File: config.mk
export PLATFORM = sky130hd
export DESIGN_NAME = uart_frame_gen
export DESIGN_NICKNAME = d
export VERILOG_FILES = /design/src/rtl/uart_defs_pkg.sv /design/src/rtl/sync_fifo.sv /design/src/rtl/uart_frame_gen.sv
export SDC_FILE = /design/constraint.sdc
export NUM_CORES = 1
export LEC_CHECK = 0
export ABC_AREA = 1
export BUFFER_PORTS_ARGS = -buffer_cell sky130_fd_sc_hd__buf_2
export CAP_MARGIN = 25
export CORE_UTILIZATION = 60
export DETAILED_ROUTE_END_ITERATION = 6
export GPL_ROUTABILITY_DRIVEN = 0
export PLACE_DENSITY = 0.79
export SLEW_MARGIN = 10
export SYNTH_ARGS = -nofsm -noshare
export SYNTH_HDL_FRONTEND = slang
export SYNTH_SLANG_ARGS = --single-unit
File: constraint.sdc
create_clock -name sys_clk_i -period 2.5 [get_ports sys_clk_i]
set_input_delay 0 -clock sys_clk_i [delete_from_list [all_inputs] [get_ports sys_clk_i]]
set_output_delay 0 -clock sys_clk_i [all_outputs]
set_load 0.05 [all_outputs]
File: src/rtl/uart_defs_pkg.sv
// Shared definitions for uart_frame_gen: FSM state encoding, line idle level
// and the UART_FRAME_LEN(cpb, db, p, sb) frame-length helper macro.
`ifndef UART_DEFS_PKG_SV
`define UART_DEFS_PKG_SV

`define UART_FRAME_LEN(cpb, db, p, sb) ((1 + (db) + (p) + (sb)) * (cpb))

package uart_defs;

    typedef enum logic [2:0] {
        ST_IDLE   = 3'd0,
        ST_START  = 3'd1,
        ST_DATA   = 3'd2,
        ST_PARITY = 3'd3,
        ST_STOP   = 3'd4
    } uart_state_e;

    localparam logic UART_IDLE_LEVEL = 1'b1;

endpackage

`endif

File: src/rtl/sync_fifo.sv
// Single-clock FIFO with registered pointers; level, full and empty derive
// from the pointer difference (pointers carry one extra wrap bit).
module sync_fifo #(
    parameter int WIDTH = 8,
    parameter int DEPTH = 4,
    localparam int AW = $clog2(DEPTH)
) (
    input  logic             clk,
    input  logic             rst,
    input  logic             push,
    input  logic             pop,
    input  logic [WIDTH-1:0] wdata,
    output logic [WIDTH-1:0] rdata,
    output logic             full,
    output logic             empty,
    output logic [AW:0]      level
);

    logic [WIDTH-1:0] mem_q [DEPTH];
    logic [WIDTH-1:0] mem_d [DEPTH];
    logic [AW:0]      wr_q, wr_d;
    logic [AW:0]      rd_q, rd_d;

    always_comb begin
        mem_d = mem_q;
        wr_d  = wr_q;
        rd_d  = rd_q;
        if (push) begin
            mem_d[wr_q[AW-1:0]] = wdata;
            wr_d                = wr_q + 1'b1;
        end
        if (pop) begin
            rd_d = rd_q + 1'b1;
        end
    end

    always_ff @(posedge clk) begin
        if (rst) begin
            wr_q <= '0;
            rd_q <= '0;
        end else begin
            wr_q <= wr_d;
            rd_q <= rd_d;
        end
        mem_q <= mem_d;
    end

    assign level = wr_q - rd_q;
    assign full  = (level == (AW+1)'(DEPTH));
    assign empty = (wr_q == rd_q);
    assign rdata = mem_q[rd_q[AW-1:0]];

endmodule

File: src/rtl/uart_frame_gen.sv
// Queued UART transmitter: FIFO-fed, LSB-first serialiser with registered tx.
// Define UART_FRAME_GEN_PARITY_EN to add the parity bit and parity_odd_i port.
module uart_frame_gen
    import uart_defs::*;
#(
    parameter int CLKS_PER_BIT = 434,
    parameter int DATA_BITS    = 8,
    parameter int STOP_BITS    = 1,
    parameter int FIFO_DEPTH   = 4
) (
    input  logic                          sys_clk_i,
    input  logic                          sys_rst_i,
`ifdef UART_FRAME_GEN_PARITY_EN
    input  logic                          parity_odd_i,
`endif
    input  logic [DATA_BITS-1:0]          data_i,
    input  logic                          valid_i,
    output logic                          ready_o,
    output logic                          tx_o,
    output logic                          busy_o,
    output logic                          done_o,
    output logic [$clog2(FIFO_DEPTH):0]   level_o
);

    localparam int CW = $clog2(CLKS_PER_BIT);
    localparam int BW = 4;

    uart_state_e          state_q, state_d;
    logic [CW-1:0]        cnt_q, cnt_d;
    logic [BW-1:0]        bit_q, bit_d;
    logic [DATA_BITS-1:0] shift_q, shift_d;
    logic                 tx_q, tx_d;
    logic                 wrap, pop, push;
    logic                 fifo_full, fifo_empty;
    logic [DATA_BITS-1:0] fifo_rdata;
`ifdef UART_FRAME_GEN_PARITY_EN
    logic                 par_q, par_d;
`endif

    assign push = valid_i && !fifo_full;

    sync_fifo #(
        .WIDTH (DATA_BITS),
        .DEPTH (FIFO_DEPTH)
    ) u_fifo (
        .clk   (sys_clk_i),
        .rst   (sys_rst_i),
        .push  (push),
        .pop   (pop),
        .wdata (data_i),
        .rdata (fifo_rdata),
        .full  (fifo_full),
        .empty (fifo_empty),
        .level (level_o)
    );

    assign wrap = (cnt_q == CW'(CLKS_PER_BIT - 1));

    always_comb begin
        state_d = state_q;
        cnt_d   = cnt_q;
        bit_d   = bit_q;
        shift_d = shift_q;
        pop     = 1'b0;
`ifdef UART_FRAME_GEN_PARITY_EN
        par_d   = par_q;
`endif
        if (state_q != ST_IDLE) begin
            cnt_d = wrap ? '0 : cnt_q + 1'b1;
        end

        case (state_q)
            ST_IDLE: begin
                pop = !fifo_empty;
            end
            ST_START: begin
                if (wrap) begin
                    state_d = ST_DATA;
                    bit_d   = '0;
                end
            end
            ST_DATA: begin
                if (wrap) begin
                    if (bit_q == BW'(DATA_BITS - 1)) begin
`ifdef UART_FRAME_GEN_PARITY_EN
                        state_d = ST_PARITY;
`else
                        state_d = ST_STOP;
`endif
                        bit_d   = '0;
                    end else begin
                        bit_d   = bit_q + 1'b1;
                        shift_d = shift_q >> 1;
                    end
                end
            end
`ifdef UART_FRAME_GEN_PARITY_EN
            ST_PARITY: begin
                if (wrap) begin
                    state_d = ST_STOP;
                    bit_d   = '0;
                end
            end
`endif
            ST_STOP: begin
                if (wrap) begin
                    if (bit_q == BW'(STOP_BITS - 1)) begin
                        // Chain straight into the next start bit when work is queued.
                        if (!fifo_empty) pop = 1'b1;
                        else             state_d = ST_IDLE;
                    end else begin
                        bit_d = bit_q + 1'b1;
                    end
                end
            end
            default: state_d = ST_IDLE;
        endcase

        if (pop) begin
            state_d = ST_START;
            cnt_d   = '0;
            bit_d   = '0;
            shift_d = fifo_rdata;
`ifdef UART_FRAME_GEN_PARITY_EN
            par_d   = (^fifo_rdata) ^ parity_odd_i;
`endif
        end

        // tx is registered from the next state so it lines up with state_q.
        case (state_d)
            ST_START:  tx_d = 1'b0;
            ST_DATA:   tx_d = shift_d[0];
`ifdef UART_FRAME_GEN_PARITY_EN
            ST_PARITY: tx_d = par_d;
`endif
            default:   tx_d = UART_IDLE_LEVEL;
        endcase
    end

    always_ff @(posedge sys_clk_i) begin
        if (sys_rst_i) begin
            state_q <= ST_IDLE;
            cnt_q   <= '0;
            bit_q   <= '0;
            shift_q <= '0;
            tx_q    <= UART_IDLE_LEVEL;
`ifdef UART_FRAME_GEN_PARITY_EN
            par_q   <= 1'b0;
`endif
        end else begin
            state_q <= state_d;
            cnt_q   <= cnt_d;
            bit_q   <= bit_d;
            shift_q <= shift_d;
            tx_q    <= tx_d;
`ifdef UART_FRAME_GEN_PARITY_EN
            par_q   <= par_d;
`endif
        end
    end

    assign tx_o    = tx_q;
    assign ready_o = !fifo_full;
    assign busy_o  = (state_q != ST_IDLE);
    assign done_o  = (state_q == ST_STOP) && wrap && (bit_q == BW'(STOP_BITS - 1));

endmodule
Yosys cells after proc, flatten, opt, wreduce, memory -nomap -nowiden:

Index checks and enable logic that the tools add are counted.

* $add $sub $neg: 5
* $lt $le $gt $ge: 3
* equality and inequality tests: 14
* multiplexer cells: 30
* bitwise logic cells: 2
* reductions and logical operators: 15

Operators with widths (count)
* 2-to-1 mux 8 bit: 7
* bitwise mux 32 bit: 1
* 2-to-1 mux 3 bit: 7
* 2-to-1 mux 4 bit: 5
* binary-select mux 8 bit (select 2 bit): 1
* demux 8 bit (select 2 bit): 1
* one-hot mux 3 bit (4 select lines): 1
* one-hot mux 4 bit (3 select lines): 1
* != test 2 bit (second input constant): 5
* adder 9 x 1 -> 9 bit (second input constant): 1
* equality test 9 bit (second input constant): 1
* 2-to-1 mux 9 bit: 1
* adder 3 x 1 -> 3 bit (second input constant): 2
* equality test 3 x 1 -> 1 bit (second input constant): 2
* equality test 3 x 2 -> 1 bit (second input constant): 2
* equality test 3 bit (second input constant): 2
* greater-or-equal comparator 3 bit (second input constant): 2
* inverter 2 -> 3 bit: 2
* nonzero test 3 bit: 2
* AND reduction 5 bit: 1
* adder 4 x 1 -> 4 bit (second input constant): 1
* equality test 4 x 3 -> 1 bit (second input constant): 1
* logical AND 1 bit: 4
* logical NOT 4 bit: 1
* other kinds (10): 15

* bits in registers: 63
* bits of input ports: 11
* output and inout port bits: 7
* logic and storage cells: 81

Logic depth before layout (Yosys ltp):

* word-level depth: 8
* mapped depth: 14

By module:

Synthesis repeated with hierarchy kept, for this count alone.

* cells, all modules: 358
* area total of the unflattened synthesis: 3130.5 sq um

By module, submodules not included
* sync_fifo: times used 1, cells an instance 151, area each 1682.9 sq um, seq. area each 1081.0 sq um
* uart_frame_gen: times used 1, cells an instance 207, area each 1447.6 sq um, seq. area each 500.5 sq um

Least setup slack after synthesis:

No wires, ideal clock.

* path type: register to register
* start point: register u_fifo.wr_q[0]
* end point: register u_fifo.mem_q[16] (netlist bit) (enable)
* setup time: 371 ps
* data arrival time: 2238 ps
* required time: 2129 ps
* setup slack: -109 ps
* cell stages (with the launch flop): 7
* path buffers: 0
* period minus slack after synthesis: 2609 ps
* path through: dfxtp_1 > inv_1 > ha_1 > fa_1 > nand4_1 > nand2_1 > nor2_1

* cells in the longest elaborated chain, start to end: 4

Ends and longest elaborated chain
* from (decl): RTL line sync_fifo.sv:21 `logic [AW:0] wr_q, wr_d;`
* from (signal assigned): RTL line sync_fifo.sv:42 `wr_q <= wr_d;`
* subtractor 3 bit: RTL line sync_fifo.sv:48 `assign level = wr_q - rd_q;`
* equality test 3 bit: RTL line sync_fifo.sv:49 `assign full = (level == (AW+1)'(DEPTH));`
* logical NOT 1 bit
* named net ready_o: RTL line uart_frame_gen.sv:18 `output logic ready_o,`
* logical AND 1 bit: RTL line uart_frame_gen.sv:40 `assign push = valid_i && !fifo_full;`
* to (signal assigned): RTL line sync_fifo.sv:45 `mem_q <= mem_d;`
* to (decl): RTL line sync_fifo.sv:19 `logic [WIDTH-1:0] mem_q [DEPTH];`

The timed path passes the listed nets, and every way through them passes these cells.
A chain may end at the register's enable or synchronous reset.

Final worst setup path:

* start point: register u_fifo.wr_q[0]
* end point: register u_fifo.wr_q[2]

* cells in the longest elaborated chain, start to end: 4
* elaborated cells on any way between the ends: 5
* classes of those cells: 2 x add/sub; 1 x eq/ne; 2 x reduce/logical

Ends and longest elaborated chain (RTL line)
* subtractor 3 bit: sync_fifo.sv:48
* equality test 3 bit: sync_fifo.sv:49
* logical NOT 1 bit: uart_frame_gen.sv:40
* logical AND 1 bit: uart_frame_gen.sv:40

Several ways; a longest one is shown, not always the timed one.

==> impl_metrics.csv <==
group,metric,value,unit
run_status,status,"finished, final reports clean",
layout,final_cell_mix,"nor2_1 (58), nand2_1 (47), inv_1 (40)",
power,p_comb_frac,0.375,
min_path,hold_end,"u_fifo.wr_q[0]",
drt,via_per_inst,5.24,
die,coreArea,4790,µm²
setup_path,startpoint_type,"register",
global_route,busiest_layer,"met2",
clock_tree,clock_tree.root_cell,"clkbuf_8",
layout,areaGrowthSynthToFinish,15.1,%
job,maxCapViolCount,0,
sta,slew_headroom,0.703,
power,powerDensity,955,nW/µm²
setup_path,path_class,"reg -> reg",
layout,post-route-util,0.729,
yosys,synth_top_area_cell,"edfxtp_1",
yosys,ys_seq_area_frac,0.522,
setup_path,crit_arrival,2.61,ns
sta,drv_slew,0,
die,rows,25,
layout,layout-drive-gt1-share,0.156,
global_route,grt_antenna_before_repair,0,
layout,final_common_cell,"nor2_1",
min_path,holdPathStages,5,
placed_design,dpl_cell_area,3210,µm²
global_route,grt_pass1_vias,2277,
sta,hold_viol,0,
global_route,grt_max_degree,23,
placed_design,dpl.cell_count,432,
yosys,synth_fp_nets,370,
yosys,syn_inst,347,
layout,diodes,0,
drt,drtPass1Iterations,4,
die,start_util,0.633,
power,peakVddDrop,0.000760,V
drt,vias,2407,
clock_tree,cts_made_buffers,9,
die,die_area,5340,µm²
yosys,ys_top_cells_by_area,"edfxtp_1 (32%), dfxtp_1 (20%), nor2_1 (7.2%)",
layout,fin_nets,410,
drt,ant_nets,0,
global_route,grt_pass1_wl,9760,µm
sta,setup_viol,0,
drt,route.detailed.drc,0,
setup_path,end_kind,"register",
yosys,yosysUniqueCellTypes,30,
clock_tree,ctsHtreeMaxLevel,3,
min_path,holdCritPathClass,"in -> reg",
setup_path,worstReg2RegStart,"u_fifo.wr_q[0]",
clock_tree,cts_tree,"built",
global_route,use_met3,0.0691,
placed_design,portBuffers,17,
yosys,yosys_warnings,0,
setup_path,reg2regPathDepth,8,
sta,worst_pin_slew,0.445,ns
min_path,hold_start,"valid_i",
yosys,ys_ff_latch,63,
die,dieWidth,73.1,µm
sta,fin_crit_sh,0.928,
layout,fillers,390,
sta,period_needed,2.32,ns
die,die_h,73.1,µm
layout,design_area,3490,µm²
sta,skew,0.00497,ns
power,sw_frac_of_total,0.395,
global_route,track_usage,0.252,
power,switchingPower,1.32,mW
setup_path,critical_path_required,2.79,ns
clock_tree,clock_latency,0.34,ns
global_route,use_met1,0.276,
sta,worst_hold_slack,0.174,ns
yosys,synth_top_area_frac,0.317,
drt,finalWirelength,6150,µm
yosys,syn_area,3030,µm²
die,pin_count,18,
yosys,syn_area_per_cell,8.73,µm²
global_route,overflow,0,
sta,grt_setup_unrepaired,"false",
setup_path,r2r_end,"u_fifo.wr_q[2]",
power,p_int,2.01,mW
power,seqPwrFrac,0.404,
layout,final-instance-count-excl-fill,459,
global_route,grtUsageMet2,0.438,
drt,drt_iter0_markers,166,
drt,post_drt_wl_per_cell,13.4,µm
power,p_leak,1.43,nW
clock_tree,clockBufferDepth,2,
placed_design,dp.final_hpwl,4510,µm
setup_path,worstPathMaxFanout,4,
sta,fmax,431,MHz
clock_tree,clkTransAtPathRegs,0.07,ns
power,power.share.clock,0.221,
setup_path,reg2reg_slack,0.18,ns
clock_tree,cts_sinks,63,
power,totalPowerFinal,3.33,mW
cell type report:
| cell class | count | area [µm²] | share of cell area |
|---|---|---|---|
| Multi-Input combinational cell | 234 | 1250 | 0.358 |
| Timing Repair Buffer | 35 | 245 | 0.0703 |
| Clock inverter | 6 | 37.5 | 0.0108 |
| Tap cell | 67 | 83.8 | 0.0240 |
| Sequential cell | 63 | 1580 | 0.453 |
| Clock buffer | 10 | 128 | 0.0366 |
| Inverter | 44 | 165 | 0.0473 |
worst max-delay path: stages, from the launching register on:
cell           delay, ns
dfxtp_1             0.40
inv_1               0.11
ha_1                0.21
fa_1                0.51
nand4_1             0.18
nand2_2             0.12
nand2_1             0.06
a21oi_1             0.13
dlygate4sd3_1       0.55
Yosys cell counts (all sizes together):
library cell  instances
fa                    1
nand4                 6
nor3                  6
buf                   5
ha                   11
and3                  7
clkinv                1
o21ai                32
o21a                  1
dfxtp                31
inv                  43
clkbuf                1
nand2                57
o22ai                 8
nor2                 64
a21oi                12
xor2                  6
nand3                23
edfxtp               32
worst max path at each step:
stage	start	to	slack (ns)	depth (start not counted)
final	u_fifo.wr_q[0]	u_fifo.wr_q[2]	0.18	8
after global routing	u_fifo.wr_q[0]	u_fifo.wr_q[2]	0.08	8
after CTS	u_fifo.wr_q[0]	u_fifo.wr_q[2]	0.07	8
after detailed placement	u_fifo.wr_q[0]	u_fifo.mem_q[27]	0.35	9
after global placement	u_fifo.wr_q[0]	u_fifo.mem_q[29]	0.48	9
after floorplan	u_fifo.wr_q[0]	u_fifo.mem_q[16]	-0.11	6
power groups by stage:
stage          registers (mW)  clock network [mW]  logic, mW
2_1_floorplan            1.38                   0      0.942
6_report                 1.34               0.737       1.25
3_3_place_gp             1.36                   0       1.20
5_1_grt                  1.36               0.787       1.39
4_1_cts                  1.34               0.744       1.24
3_5_place_dp             1.37                   0       1.22
metrics by stage:
step                      worst slack [ns]  setup TNS [ns]
final                                0.180               0
after global routing                0.0758               0
after CTS                           0.0712               0
after detailed placement             0.352               0
after global placement               0.484               0
after floorplan                     -0.109           -3.48
cell families (layout without fill, tap and decap cells):
kind of cell | count (synthesis) | in the layout | synth area share
AO/OA/AOI/OAI | 53 | 53 | 0.0929
buffers and inverters | 50 | 95 | 0.0673
adder cells (fa/ha/maj) | 12 | 12 | 0.0520
flip-flops | 63 | 63 | 0.522
XOR/XNOR | 6 | 6 | 0.0173
AND/OR/NAND/NOR | 163 | 163 | 0.249
routing by layer:
layer,wire length [µm],share of wire
met1,2700,0.44
met2,3050,0.49
met3,187,0.030
met4,214,0.035
met5,0,0
flip-flops by register name, summed over array words and instances (netlist names):
signal,count
bit_q,4
cnt_q,9
shift_q,8
state_q,3
tx_o,1
u_fifo.mem_q,32
u_fifo.rd_q,3
u_fifo.wr_q,3
what timing repair did:
action	4_1_cts	5_1_grt
hold endpoints to repair	38	0
setup buffers	0	1
endpoints found under the setup margin	0	1
resized for setup	0	1
hold buffers	10	0
(Power assumes the default switching activity.)
